==> src/rtl/nf_axis_pkt_sink.sv <==
// AXI4-Stream packet sink: checks sequence, payload pattern, tkeep shape and length, keeps running stats.
// Optional macro NF_SINK_THROTTLE_EN adds LFSR-driven pseudo-random tready backpressure.
module nf_axis_pkt_sink #(
   parameter int C_S_AXIS_DATA_WIDTH  = 1024,
   parameter int C_S_AXIS_TUSER_WIDTH = 128,
   parameter int THROTTLE_PERCENT     = 50
) (
   input  logic                              axis_aclk,
   input  logic                              axis_rst,
   input  logic [C_S_AXIS_DATA_WIDTH-1:0]    s_axis_tdata,
   input  logic [C_S_AXIS_DATA_WIDTH/8-1:0]  s_axis_tkeep,
   input  logic [C_S_AXIS_TUSER_WIDTH-1:0]   s_axis_tuser,
   input  logic                              s_axis_tvalid,
   input  logic                              s_axis_tlast,
   output logic                              s_axis_tready,
   output logic [31:0]                       pkt_count,
   output logic [63:0]                       byte_count,
   output logic [31:0]                       err_count,
   output logic [2:0]                        last_err,
   output logic                              err_pulse,
   input  logic                              clear_stats
);

   localparam int KEEP_W = C_S_AXIS_DATA_WIDTH / 8;
   localparam int LANES  = C_S_AXIS_DATA_WIDTH / 32;
   localparam int CNT_W  = $clog2(KEEP_W + 1);

   typedef enum logic {IDLE, PKT} state_t;

   state_t        state_reg;
   logic [15:0]   exp_seq_reg;
   logic [15:0]   seq_reg;
   logic [15:0]   len_reg;
   logic [15:0]   idx_reg;
   logic [31:0]   acc_reg;
   logic          seq_err_reg;
   logic          data_err_reg;
   logic          keep_err_reg;
   logic [31:0]   pkt_count_reg;
   logic [63:0]   byte_count_reg;
   logic [31:0]   err_count_reg;
   logic [2:0]    last_err_reg;
   logic          err_pulse_reg;

   logic              xfer;
   logic              first;
   logic [15:0]       rx_seq;
   logic [15:0]       cur_seq;
   logic [15:0]       cur_idx;
   logic [15:0]       cur_len;
   logic [LANES-1:0]  lane_bad;
   logic              data_bad;
   logic              keep_bad;
   logic              seq_bad;
   logic              len_bad;
   logic [CNT_W-1:0]  beat_bytes;
   logic [31:0]       tot_bytes;
   logic [KEEP_W-1:0] keep_plus;
   logic              s_err;
   logic              d_err;
   logic              k_err;
   logic [2:0]        err_code;
   logic [64:0]       byte_sum;
   logic              unused_bits;

   assign unused_bits = ^s_axis_tuser;

`ifdef NF_SINK_THROTTLE_EN
   logic [15:0] lfsr_reg;
   logic        throttle;

   // Right-shifting Fibonacci form of x^16+x^14+x^13+x^11+1.
   always_ff @(posedge axis_aclk) begin
      if (axis_rst)
         lfsr_reg <= 16'hACE1;
      else
         lfsr_reg <= {lfsr_reg[0] ^ lfsr_reg[2] ^ lfsr_reg[3] ^ lfsr_reg[5], lfsr_reg[15:1]};
   end

   assign throttle      = (({25'd0, lfsr_reg[6:0]} % 32'd100) < 32'(THROTTLE_PERCENT));
   assign s_axis_tready = ~axis_rst & ~throttle;
`else
   assign s_axis_tready = ~axis_rst;
`endif

   assign xfer    = s_axis_tvalid & s_axis_tready;
   assign first   = (state_reg == IDLE);
   assign rx_seq  = s_axis_tdata[31:16];
   assign cur_seq = first ? rx_seq : seq_reg;
   assign cur_idx = first ? 16'd0 : idx_reg;
   assign cur_len = first ? s_axis_tuser[15:0] : len_reg;

   // Only lanes whose four keep bits are all set carry checkable payload.
   generate
      for (genvar gi = 0; gi < LANES; gi++) begin : g_lane
         assign lane_bad[gi] = (&s_axis_tkeep[4*gi +: 4]) &&
                               (s_axis_tdata[32*gi +: 32] != {cur_seq, cur_idx});
      end
   endgenerate

   always_comb begin
      beat_bytes = '0;
      for (int i = 0; i < KEEP_W; i++)
         beat_bytes = beat_bytes + CNT_W'(s_axis_tkeep[i]);
   end

   // A contiguous LSB-aligned mask plus one has no bits in common with itself.
   assign keep_plus = s_axis_tkeep + KEEP_W'(1);
   assign keep_bad  = s_axis_tlast ? ((s_axis_tkeep == '0) || ((s_axis_tkeep & keep_plus) != '0))
                                   : ~(&s_axis_tkeep);
   assign data_bad  = |lane_bad;
   assign seq_bad   = first && (rx_seq != exp_seq_reg);
   assign tot_bytes = (first ? 32'd0 : acc_reg) + 32'(beat_bytes);
   assign len_bad   = (tot_bytes != {16'd0, cur_len});

   assign s_err = (~first & seq_err_reg) | seq_bad;
   assign d_err = (~first & data_err_reg) | data_bad;
   assign k_err = (~first & keep_err_reg) | keep_bad;

   always_comb begin
      err_code = 3'd0;
      if (len_bad)
         err_code = 3'd4;
      else if (k_err)
         err_code = 3'd3;
      else if (d_err)
         err_code = 3'd2;
      else if (s_err)
         err_code = 3'd1;
   end

   assign byte_sum = {1'b0, byte_count_reg} + {33'd0, tot_bytes};

   always_ff @(posedge axis_aclk) begin
      if (axis_rst) begin
         state_reg      <= IDLE;
         exp_seq_reg    <= 16'd0;
         seq_reg        <= 16'd0;
         len_reg        <= 16'd0;
         idx_reg        <= 16'd0;
         acc_reg        <= 32'd0;
         seq_err_reg    <= 1'b0;
         data_err_reg   <= 1'b0;
         keep_err_reg   <= 1'b0;
         pkt_count_reg  <= 32'd0;
         byte_count_reg <= 64'd0;
         err_count_reg  <= 32'd0;
         last_err_reg   <= 3'd0;
         err_pulse_reg  <= 1'b0;
      end else begin
         err_pulse_reg <= 1'b0;
         if (xfer) begin
            if (first) begin
               exp_seq_reg <= rx_seq + 16'd1;
               seq_reg     <= rx_seq;
               len_reg     <= s_axis_tuser[15:0];
            end
            if (s_axis_tlast) begin
               state_reg <= IDLE;
            end else begin
               state_reg    <= PKT;
               idx_reg      <= cur_idx + 16'd1;
               acc_reg      <= tot_bytes;
               seq_err_reg  <= s_err;
               data_err_reg <= d_err;
               keep_err_reg <= k_err;
            end
         end
         // Clearing takes precedence over a packet completing in the same cycle.
         if (clear_stats) begin
            pkt_count_reg  <= 32'd0;
            byte_count_reg <= 64'd0;
            err_count_reg  <= 32'd0;
            last_err_reg   <= 3'd0;
         end else if (xfer && s_axis_tlast) begin
            if (pkt_count_reg != '1)
               pkt_count_reg <= pkt_count_reg + 32'd1;
            byte_count_reg <= byte_sum[64] ? '1 : byte_sum[63:0];
            if (err_code != 3'd0) begin
               if (err_count_reg != '1)
                  err_count_reg <= err_count_reg + 32'd1;
               last_err_reg  <= err_code;
               err_pulse_reg <= 1'b1;
            end
         end
      end
   end

   assign pkt_count  = pkt_count_reg;
   assign byte_count = byte_count_reg;
   assign err_count  = err_count_reg;
   assign last_err   = last_err_reg;
   assign err_pulse  = err_pulse_reg;

endmodule

==> config.mk <==
export PLATFORM = sky130hd
export DESIGN_NAME = nf_axis_pkt_sink
export DESIGN_NICKNAME = d
export VERILOG_FILES = /design/src/rtl/nf_axis_pkt_sink.sv
export SDC_FILE = /design/constraint.sdc
export NUM_CORES = 2
export LEC_CHECK = 0
export BUFFER_PORTS_ARGS = -buffer_cell sky130_fd_sc_hd__buf_4
export CAP_MARGIN = 40
export CORE_AREA = 2 2 551 553
export CTS_CLUSTER_SIZE = 40
export DETAILED_ROUTE_END_ITERATION = 12
export DIE_AREA = 0 0 553 555
export SETUP_SLACK_MARGIN = 0.2
export SLEW_MARGIN = 30
export SYNTH_ARGS = -nofsm -noshare
export SYNTH_HDL_FRONTEND = slang
export SYNTH_SLANG_ARGS = --single-unit
==> constraint.sdc <==
create_clock -name axis_aclk -period 16 [get_ports axis_aclk]
set_clock_uncertainty 0.15 [all_clocks]
set_input_delay 1.6 -clock axis_aclk [delete_from_list [all_inputs] [get_ports axis_aclk]]
set_output_delay 1.6 -clock axis_aclk [all_outputs]
set_load 0.01 [all_outputs]
==> run_results.csv <==
group,metric,value,unit
routing,drt_pre_antenna_iters,10,
clock_tree,clk_latency,0.61,ns
synth,ys_types,92,
sta,slew_viol_final,0,
synth,synth_ff_type,"dfxtp_1",
die,core_area,0.3013,mm²
synth,ys_ff_latch,232,
synth,syn_area,0.03672,mm²
power_and_ir_drop,seq_power_share,4.0,%
sta,timing.final.crit_share,81.17,%
synth,synth_area_per_cell,7.142,µm²
global_routing,grtUsageTotal,24.81,%
synth,synth_cells,5142,
clock_tree,cts_resized,0,
setup_path,cp_common_cell,"fa_1",
global_routing,grt_first_pass_wirelength,500900,µm
clock_tree,cts_tree,"built",
clock_tree,cts_root_buf,"clkbuf_16",
global_routing,antenna_found_initial,223,
synth,synth_edf_count,0,
sta,setup_viol,0,
setup_path,start_kind,"primary input",
setup_path,cp_max_fo,21,
job,maxCapViolCount,0,
layout,fillers,34500,
die,fp-row-count,202,
power_and_ir_drop,p_leak,19.98,nW
setup_path,crit_arrival,13.33,ns
clock_tree,path_clk_slew,0.06,ns
clock_tree,postCtsSetupRepairBufs,0,
setup_path,startpoint,"s_axis_tkeep[115]",
die,dieArea,0.3069,mm²
layout,largest_register_ff_count,64,
min_path,hp-class,"reg -> reg",
sta,slew_headroom,18.75,%
routing,wire_per_inst,37.96,µm
synth,synth_nets,6631,
power_and_ir_drop,intPower,0.006697,W
clock_tree,cts_buffers,30,
layout,regArea,0.004706,mm²
layout,finalNetCount,7872,
routing,drc,0,
sta,rsz0062_at_grt,"no",
die,ioPinCount,1418,
routing,vias,51400,
global_routing,gr-total-overflow,0,
run_status,status,"finished, final reports clean",
setup_path,reg2reg_from,"state_reg",
place,numPortBuffers,1305,
synth,synth_top_area_share,12.65,%
sta,fmax,77.00,MHz
power_and_ir_drop,switching_share,57.13,%
sta,fin_crit,12.99,ns
sta,setup_tns,0,ns
synth,ys_async_sr_fraction,0,%
routing,drt-initial-drc-count,6344,
clock_tree,cts.hold.buffers_added,0,
die,die_x,553,µm
die,start_util,12.19,%
clock_tree,clock_path_buffers,3,
sta,hold_slack,0.3036,ns
clock_tree,cts_num_sinks,232,
synth,synth_top_area_cell,"dfxtp_1",
power_and_ir_drop,p_comb_share,91.5,%
synth,yosysSeqAreaShare,12.65,%
routing,ant_nets,0,
layout,multi_input_area,0.03011,mm²
power_and_ir_drop,vdd_drop_max,1.596,mV
synth,yosys-top-cells-area,"dfxtp_1 13%, xnor2_1 9.9%, xor2_1 8.2%",
sta,worstMarginPinSlew,1.219,ns
layout,layout-drive-gt1-share,27.26,%
setup_path,slowest_delay,0.58,ns
clock_tree,htreeDepth,1,
sta,finalHoldViolCount,0,
global_routing,grt_max_degree,97,
layout,area_delta_synth_final,46.81,%
setup_path,path_class,"in -> reg",
setup_path,cp_slowest_cell,"a21boi_0",
routing,viasPerCell,4.889,
min_path,holdCritStartpoint,"acc_reg[9]",
power_and_ir_drop,power_density,289.7,mW/mm²
global_routing,grt_pass1_vias,47070,
synth,yosys_warnings,0,
power_and_ir_drop,clockPowerShare,4.4,%
routing,routed_wl,399100,µm
place,dpl.hpwl,337600,µm
setup_path,required,16.35,ns
die,die_h,555,µm
power_and_ir_drop,p_sw,0.008924,W
place,gp_congestion,1.062,
setup_path,end_kind,"register",
## cells by family (layout without fill, tap and decap cells)
group	after synthesis	in the layout	share of synthesized area (%)
AND/OR/NAND/NOR	1906	1906	27.42
multiplexers	41	41	1.128
buffers and inverters	644	1907	6.954
AO/OA/AOI/OAI	1354	1354	24.17
flip-flops	232	232	12.65
other	0	131	0
XOR/XNOR	761	761	18.30
adder cells (fa/ha/maj)	204	204	9.383
## cell usage in the layout (no fill, tap or decap), types with 37 or more instances in the layout
master / netlist / final
inv_1: 297 / 283
buf_4: 6 / 1508
nand4_1: 177 / 177
nor2b_1: 55 / 54
nor3_1: 117 / 111
and3_1: 56 / 56
nor2_1: 342 / 339
diode_2: 0 / 131
or3_1: 49 / 49
xor2_1: 342 / 342
or4_1: 37 / 37
o22ai_1: 131 / 131
nor4_1: 191 / 159
a211oi_1: 50 / 49
nand2_1: 346 / 346
nand3_1: 349 / 347
fa_1: 119 / 119
dfxtp_1: 232 / 211
o21ai_0: 335 / 332
ha_1: 85 / 85
a22oi_1: 131 / 130
xnor2_1: 415 / 414
a31oi_1: 48 / 48
a21oi_1: 252 / 249
## power groups by stage
stage / Clock, W / Combinational [W] / Sequential (W)
floorplan: 0 / 0.0116 / 0.000637
global placement: 0 / 0.0143 / 0.000641
detailed placement: 0 / 0.0143 / 0.000641
CTS: 0.000710 / 0.0144 / 0.000629
global route: 0.000731 / 0.0152 / 0.000630
finish: 0.000694 / 0.0143 / 0.000628
## Yosys cell counts, drive strengths merged, types with 23 or more instances
library cell and instances:
or4 37, a222oi 26, o21ai 361, o31ai 35, clkbuf 209, nand3 354, inv 299, o2111ai 30
a22o 27, a2111oi 30, a221oi 23, or3 49, and4 27, a22oi 131, o22ai 131, ha 85
xor2 342, mux2i 38, a21oi 252, o221ai 35, nand3b 29, nand2b 36, nand2 347, fa 119
nor4 199, dfxtp 232, nor2 342, buf 122, and3 56, a211oi 51, xnor2 415, nor3 118
nand4 182, a31oi 48, nor2b 55
## worst max-delay path: cells and delay by family
| kind | cells | cell delay (ns) |
|---|---|---|
| adder cells (fa/ha/maj) | 13 | 6.18 |
| AND/OR/NAND/NOR | 7 | 1.74 |
| AO/OA/AOI/OAI | 8 | 2.44 |
| buffers and inverters | 7 | 1.04 |
| XOR/XNOR | 1 | 0.28 |
## final timing paths
kind | endpoint | slack (ns) | cells after the start
worst max-delay path | byte_count[1] | 3.01 | 36
worst min-delay path | acc_reg[9] | 0.30 | 2
worst max register to register | byte_count[1] | 4.02 | 30
worst min register to register | acc_reg[9] | 0.30 | 2
## layer usage
| layer | up-vias | global-route usage [%] | routed length, µm |
|---|---|---|---|
| met1 | 24760 | 27.44 | 142800 |
| met3 | 1064 | 9.531 | 46200 |
| met5 | - | 0 | 690 |
| met2 | 3856 | 38.14 | 173000 |
| met4 | 112 | 19.44 | 36520 |
| li1 | 21610 | - | - |
## per-stage QoR
step / instances / cell area [µm²] / utilization, % / total power, W / worst slack, ns
floorplan: 5142 / 36720 / - / 0.01222 / 4.531
global placement: 10290 / 52090 / 17.29 / 0.01490 / 2.352
detailed placement: 10320 / 52490 / 17.42 / 0.01494 / 2.608
CTS: 10370 / 53480 / 17.75 / 0.01572 / 3.187
global route: 10460 / 53780 / 17.85 / 0.01656 / 2.650
finish: 10510 / 53910 / 17.89 / 0.01562 / 3.013
## final cells by class
| type | count | area share [%] |
|---|---|---|
| timing repair buffer | 1540 | 21.55 |
| inverter | 313 | 2.191 |
| antenna | 131 | 0.6081 |
| sequential | 232 | 8.729 |
| tap | 3978 | 9.232 |
| clock inverter | 9 | 0.1926 |
| clock buffer | 45 | 1.645 |
| multi-input combinational | 4266 | 55.85 |
Power figures use the tool's default switching activity.
